File: src/rtl/wb_regfile.sv
// MIPS write-back register file: 32 GPRs plus HI/LO, committed from MEM/WB.
// Reads are combinational with same-cycle bypass of the write being presented.
module wb_regfile #(
   parameter int REG_NUM = 32,
   parameter int DATA_W  = 32,
   localparam int AW     = $clog2(REG_NUM)
) (
   input  logic              clk,
   input  logic              rst,
   input  logic              wb_we,
   input  logic [AW-1:0]     wb_waddr,
   input  logic [DATA_W-1:0] wb_wdata,
   input  logic              wb_hilo_we,
   input  logic [DATA_W-1:0] wb_hi,
   input  logic [DATA_W-1:0] wb_lo,
   input  logic              re1,
   input  logic [AW-1:0]     raddr1,
   input  logic              re2,
   input  logic [AW-1:0]     raddr2,
   output logic [DATA_W-1:0] rdata1,
   output logic [DATA_W-1:0] rdata2,
   output logic [DATA_W-1:0] hi_o,
   output logic [DATA_W-1:0] lo_o
);

   logic [DATA_W-1:0] regs [REG_NUM];
   logic [DATA_W-1:0] hi_q;
   logic [DATA_W-1:0] lo_q;

   // Whole file clears asynchronously, so storage is flops rather than block RAM.
   always_ff @(posedge clk or posedge rst) begin
      if (rst) begin
         for (int i = 0; i < REG_NUM; i++) begin
            regs[i] <= '0;
         end
         hi_q <= '0;
         lo_q <= '0;
      end else begin
         if (wb_we && (wb_waddr != '0)) begin
            regs[wb_waddr] <= wb_wdata;
         end
         if (wb_hilo_we) begin
            hi_q <= wb_hi;
            lo_q <= wb_lo;
         end
      end
   end

   logic              re_v    [2];
   logic [AW-1:0]     raddr_v [2];
   logic [DATA_W-1:0] rdata_v [2];

   assign re_v[0]    = re1;
   assign re_v[1]    = re2;
   assign raddr_v[0] = raddr1;
   assign raddr_v[1] = raddr2;
   assign rdata1     = rdata_v[0];
   assign rdata2     = rdata_v[1];

   // Each read port resolves independently; $0 always reads zero.
   generate
      for (genvar gi = 0; gi < 2; gi++) begin : g_rd
         assign rdata_v[gi] = (rst || !re_v[gi] || (raddr_v[gi] == '0)) ? '0 :
                              (wb_we && (wb_waddr == raddr_v[gi]))       ? wb_wdata :
                                                                           regs[raddr_v[gi]];
      end
   endgenerate

   assign hi_o = rst ? '0 : (wb_hilo_we ? wb_hi : hi_q);
   assign lo_o = rst ? '0 : (wb_hilo_we ? wb_lo : lo_q);

endmodule

File: config.mk
export PLATFORM = sky130hd
export DESIGN_NAME = wb_regfile
export DESIGN_NICKNAME = d
export VERILOG_FILES = /design/src/rtl/wb_regfile.sv
export SDC_FILE = /design/constraint.sdc
export NUM_CORES = 2
export LEC_CHECK = 0
export BUFFER_PORTS_ARGS = -buffer_cell sky130_fd_sc_hd__buf_2
export CAP_MARGIN = 10
export CORE_UTILIZATION = 65
export CTS_BUF_LIST = sky130_fd_sc_hd__clkbuf_4 sky130_fd_sc_hd__clkbuf_8
export CTS_CLUSTER_SIZE = 10
export DETAILED_ROUTE_END_ITERATION = 10
export PLACE_DENSITY = 0.81
export SETUP_SLACK_MARGIN = 0.5
export SKIP_LAST_GASP = 1
export SYNTH_ARGS = -nofsm -noshare
export SYNTH_HDL_FRONTEND = slang
export SYNTH_SLANG_ARGS = --single-unit
File: constraint.sdc
create_clock -name clk -period 100.2 [get_ports clk]
set_input_delay 10.02 -clock clk [delete_from_list [all_inputs] [get_ports clk]]
set_output_delay 10.02 -clock clk [all_outputs]
set_load 0.005 [all_outputs]
# Yosys cells after proc, flatten, opt, wreduce, memory -nomap -nowiden
# Cells that the tools add are included.
dict set report word_totals {
  ff_bits 1088
  wordCells 73
  inputBits 117
}
dict set report classes {
  n_reduce_logical 13
  n_mux 17
  eq_ne 2
  n_bitwise 3
  magnitude_cmp 4
}
# op n
set ops {}
lappend ops {{bitwise mux 1024 bit} 1}
lappend ops {{2-to-1 mux 32 bit} 13}
lappend ops {{binary-select mux 32 bit (select 5 bit)} 2}
lappend ops {{demux 32 bit (select 5 bit)} 1}
lappend ops {{greater-or-equal comparator 6 bit (second input constant)} 3}
lappend ops {{NOT 5 -> 6 bit} 3}
lappend ops {{== test 5 bit} 2}
lappend ops {{logical NOT 5 bit} 2}
lappend ops {{< comparator 6 x 1 -> 1 bit (second input constant)} 1}
lappend ops {{nonzero test 5 bit} 1}
lappend ops {{logical AND 1 bit} 4}
lappend ops {{logical OR 1 bit} 4}
lappend ops {{logical NOT 1 bit} 2}

# Longest topological paths before layout
dict set report logic_depth {
  word_depth 6
  ltp_mapped 9
  ltp_nobuf 5
}

# Worst setup path before layout
# No wires, ideal clock.
dict set report synth_timing {
  kind {input to output}
  startpoint {in rst}
  endpoint {out lo_o[22]}
  stages 3
  arrival_ns 43.860
  slack_ns 46.320
  path_cell_list {inv_1 > clkbuf_1 > and2_1}
}
dict set report synth_via {
  elab_chain_len 1
}
# item line_no
set synth_rtl {}
lappend synth_rtl {{start, declared} 9} ;# input logic rst,
lappend synth_rtl {{2-to-1 mux 32 bit} 70} ;# assign lo_o = rst ? '0 : (wb_hilo_we ? wb_lo : lo_q);
lappend synth_rtl {{end, declared} 23} ;# output logic [DATA_W-1:0] lo_o
# Every way passes these cells.

# Worst setup path in the final report
dict set report layout_timing {
  startpoint {in raddr2[0]}
  endpoint {out rdata2[26]}
}
dict set report layout_via {
  elab_chain_len 6
}
# item line_no
set layout_rtl {}
lappend layout_rtl {{start, declared} 19} ;# input logic [AW-1:0] raddr2,
lappend layout_rtl {{NOT 5 -> 6 bit (not written as such)} 65} ;# regs[raddr_v[gi]];
lappend layout_rtl {{binary-select mux 32 bit (select 5 bit)} 65}
lappend layout_rtl {{2-to-1 mux 32 bit (not written as such) (2 in series)} 65}
lappend layout_rtl {{2-to-1 mux 32 bit} 64} ;# (wb_we && (wb_waddr == raddr_v[gi])) ? wb_wdata :
lappend layout_rtl {{2-to-1 mux 32 bit *} 63} ;# assign rdata_v[gi] = (rst || !re_v[gi] || (raddr_v[gi] == '0)) ? '0 :
lappend layout_rtl {{end, declared} 21} ;# output logic [DATA_W-1:0] rdata2,
# Mark *: on every way between the ends. The rest lies on a longest branch, timed or not. The select of a mux whose other input is x is not followed.

==> metrics.csv <==
stage,metric,value,unit
status,status,finished clean,
critical_path,path_buf_inv,4,
power_and_ir_drop,p_per_area,19.7,nW/um^2
finish,area_growth,9.46,%
place,dpl.hpwl,96800,um
clock_tree,clockBufferDepth,3,
worst_hold_path,hold_start,regs[995]$_DFFE_PP0P_,
place,pre_cts_ws,76.37,ns
floorplanning,die-height,300,um
clock_tree,ctsHtreeMaxLevel,4,
place,gp_congestion,0.859,
yosys,synth_cells,4036,
worst_hold_path,hold_end,regs[995]$_DFFE_PP0P_,
global_routing,grt_max_degree,166,
critical_path,path_delay_family,buffers and inverters,
yosys,synth_nets,4153,
critical_path,cp-end-kind,output port,
power_and_ir_drop,leakage,27.9,nW
yosys,async_reset_ff_frac,1.00,
floorplanning,dieArea,89700,um^2
clock_tree,clkTransAtPathRegs,0.07,ns
critical_path,r2r_end,regs[825]$_DFFE_PP0P_,
yosys,synth.ff_latch_count,1088,
run,maxCapViolCount,0,
yosys,synth_edf_count,0,
route,avgRoutedWirePerCell,32.6,um
critical_path,r2r_slack,99.38,ns
timing,fmax,41.9,MHz
route,viasPerCell,7.35,
yosys,synth_area_leaders,"dfrtp_1 47%, mux2_2 21%, mux4_2 15%",
floorplanning,die_w,300,um
yosys,yosysTopAreaCell,dfrtp_1,
worst_hold_path,hp-class,flip-flop to flip-flop,
timing,fin_skew,0,ns
yosys,synth_area_per_cell,14.3,um^2
clock_tree,cts_tree,yes,
critical_path,required,90.18,ns
clock_tree,post_cts.repair.setup_buffers,0,
critical_path,cp.arrival,13.84,ns
route,drc,0,
route,first_pass_iters,8,
yosys,synth_common_cells,"1088 x dfrtp_1, 1056 x mux2_2, 386 x mux4_2, 263 x clkbuf_1, 253 x mux2i_1",
critical_path,slowest_stage,buf_12,
clock_tree,worstSkewPairLatency,0.82,ns
floorplanning,start_util,0.659,
floorplanning,pin_count,245,
timing,fin_ws,76.34,ns
global_routing,grt_pass1_wl,262000,um
timing,worstMarginPinSlew,1.26,ns
clock_tree,post_cts_resized,0,
critical_path,r2r_cells,1,
clock_tree,numCtsBuffers,178,
yosys,yosysMostFrequentCell,dfrtp_1,
finish,nets,4196,
global_routing,antenna_found_initial,9,
critical_path,worstSetupStartpointType,input port,
power_and_ir_drop,peakVddDrop,0.0136,mV
yosys,yosys_most_used_dff,dfrtp_1,
timing,maxSlewViolCount,0,
critical_path,worst-path-max-fanout,108,
place,numPortBuffers,244,
timing,fin_crit,23.86,ns
clock_tree,cts_hold_buf,0,
clock_tree,cts_sinks,1088,
global_routing,overflow,0,
timing,finalHoldViolations,0,
clock_tree,cts_root_buffer,clkbuf_8,
timing,fin_setup_tns,0,ns
critical_path,critical_path_depth,9,
critical_path,reg2reg_from,regs[825]$_DFFE_PP0P_,
critical_path,path_class,input port to output port,
yosys,syn_area,57600,um^2
global_routing,first_global_vias,40400,
floorplanning,rows,108,
route,ant_nets,0,
critical_path,path_cells,buf_8 > buf_12 > xor2_1 > nor4_2 > nand3_2 > nor2_4 > buf_4 > a221o_1 > buf_2,
yosys,synth-seq-area-share,0.473,
timing,rsz0062_at_grt,false,
finish,fin_util,0.722,
route,num_vias,39500,
critical_path,max_stage_delay,0.62,ns
route,drt_iter0_markers,4957,
timing,period_share,0.238,
yosys,ys_types,49,
yosys,ys_warn_count,0,
timing,setup-violations-final,0,
yosys,yosysTopAreaCellShare,0.473,
worst_hold_path,hold_depth,0,
global_routing,grtUsageTotal,0.397,
timing,slew_headroom,0.157,
floorplanning,core,87300,um^2
finish,drive_above_1_share,0.507,
route,drt_wl_total,175000,um
## placed cells by master (no fill, tap or decap), types with 33 or more instances in the layout
cell type / synthesis / routed
and2_1: 65 / 64
mux2i_1: 253 / 253
buf_2: 118 / 236
nand2_1: 175 / 160
dfrtp_1: 1088 / 1088
clkbuf_8: 1 / 234
a21oi_1: 33 / 33
mux4_2: 386 / 386
clkbuf_4: 0 / 52
buf_4: 13 / 79
a211oi_1: 61 / 61
mux2_2: 1056 / 1056
a22oi_1: 97 / 97
a221oi_1: 62 / 62
## flip-flops by register name, summed over array words and instances (netlist names)
signal  flops
lo_q       32
hi_q       32
regs     1024
## metrics by stage
stage                     hold slack (ns)  cell area [um^2]  instances  power, mW
after floorplan                     0.441             57600       4036      0.759
after global placement              0.378             59100       5054      0.809
after detailed placement            0.385             59100       5054      0.822
after CTS                           0.398             63000       5372       1.24
after global routing                0.410             63000       5375       1.28
final                               0.396             63000       5379       1.24
## where the power goes
part	switching (mW)	total (mW)	internal (mW)	leakage, nW
clock	0.184	0.417	0.233	2.04
combinational	0.101	0.240	0.139	12.0
sequential	0.0608	0.582	0.521	13.9
## cell type report
cell class,count,area [um^2]
clock inverter,32,245
antenna,7,17.5
sequential,1088,27200
timing repair buffer,324,1930
tap,1155,1450
clock buffer,286,3610
inverter,4,22.5
multi-input combinational,2483,28500
fill,5813,24300
## cell families (layout without fill, tap and decap cells)
group	count (synthesis)	in the layout	share of synthesized area
AOI/OAI and AO/OA	446	446	0.0603
DFF	1088	1088	0.473
and+or+nand+nor	332	332	0.0278
muxes	1695	1695	0.402
buffers and inverters	465	646	0.0356
other	0	7	0
xor gates and xnor gates	10	10	0.00152
## per-layer routing
metal  share of wire  GRT usage
met1            0.37      0.532
met2            0.46      0.587
met3            0.12      0.127
met4           0.055      0.205
met5         0.00021          0
## worst max path at each step
stage,startpoint,end
after floorplan,rst,lo_o[22]
after global placement,raddr1[0],rdata1[20]
after detailed placement,raddr1[0],rdata1[20]
after CTS,raddr1[0],rdata1[20]
after global routing,raddr1[0],rdata1[26]
final,raddr2[0],rdata2[26]
(Power assumes the default switching activity.)
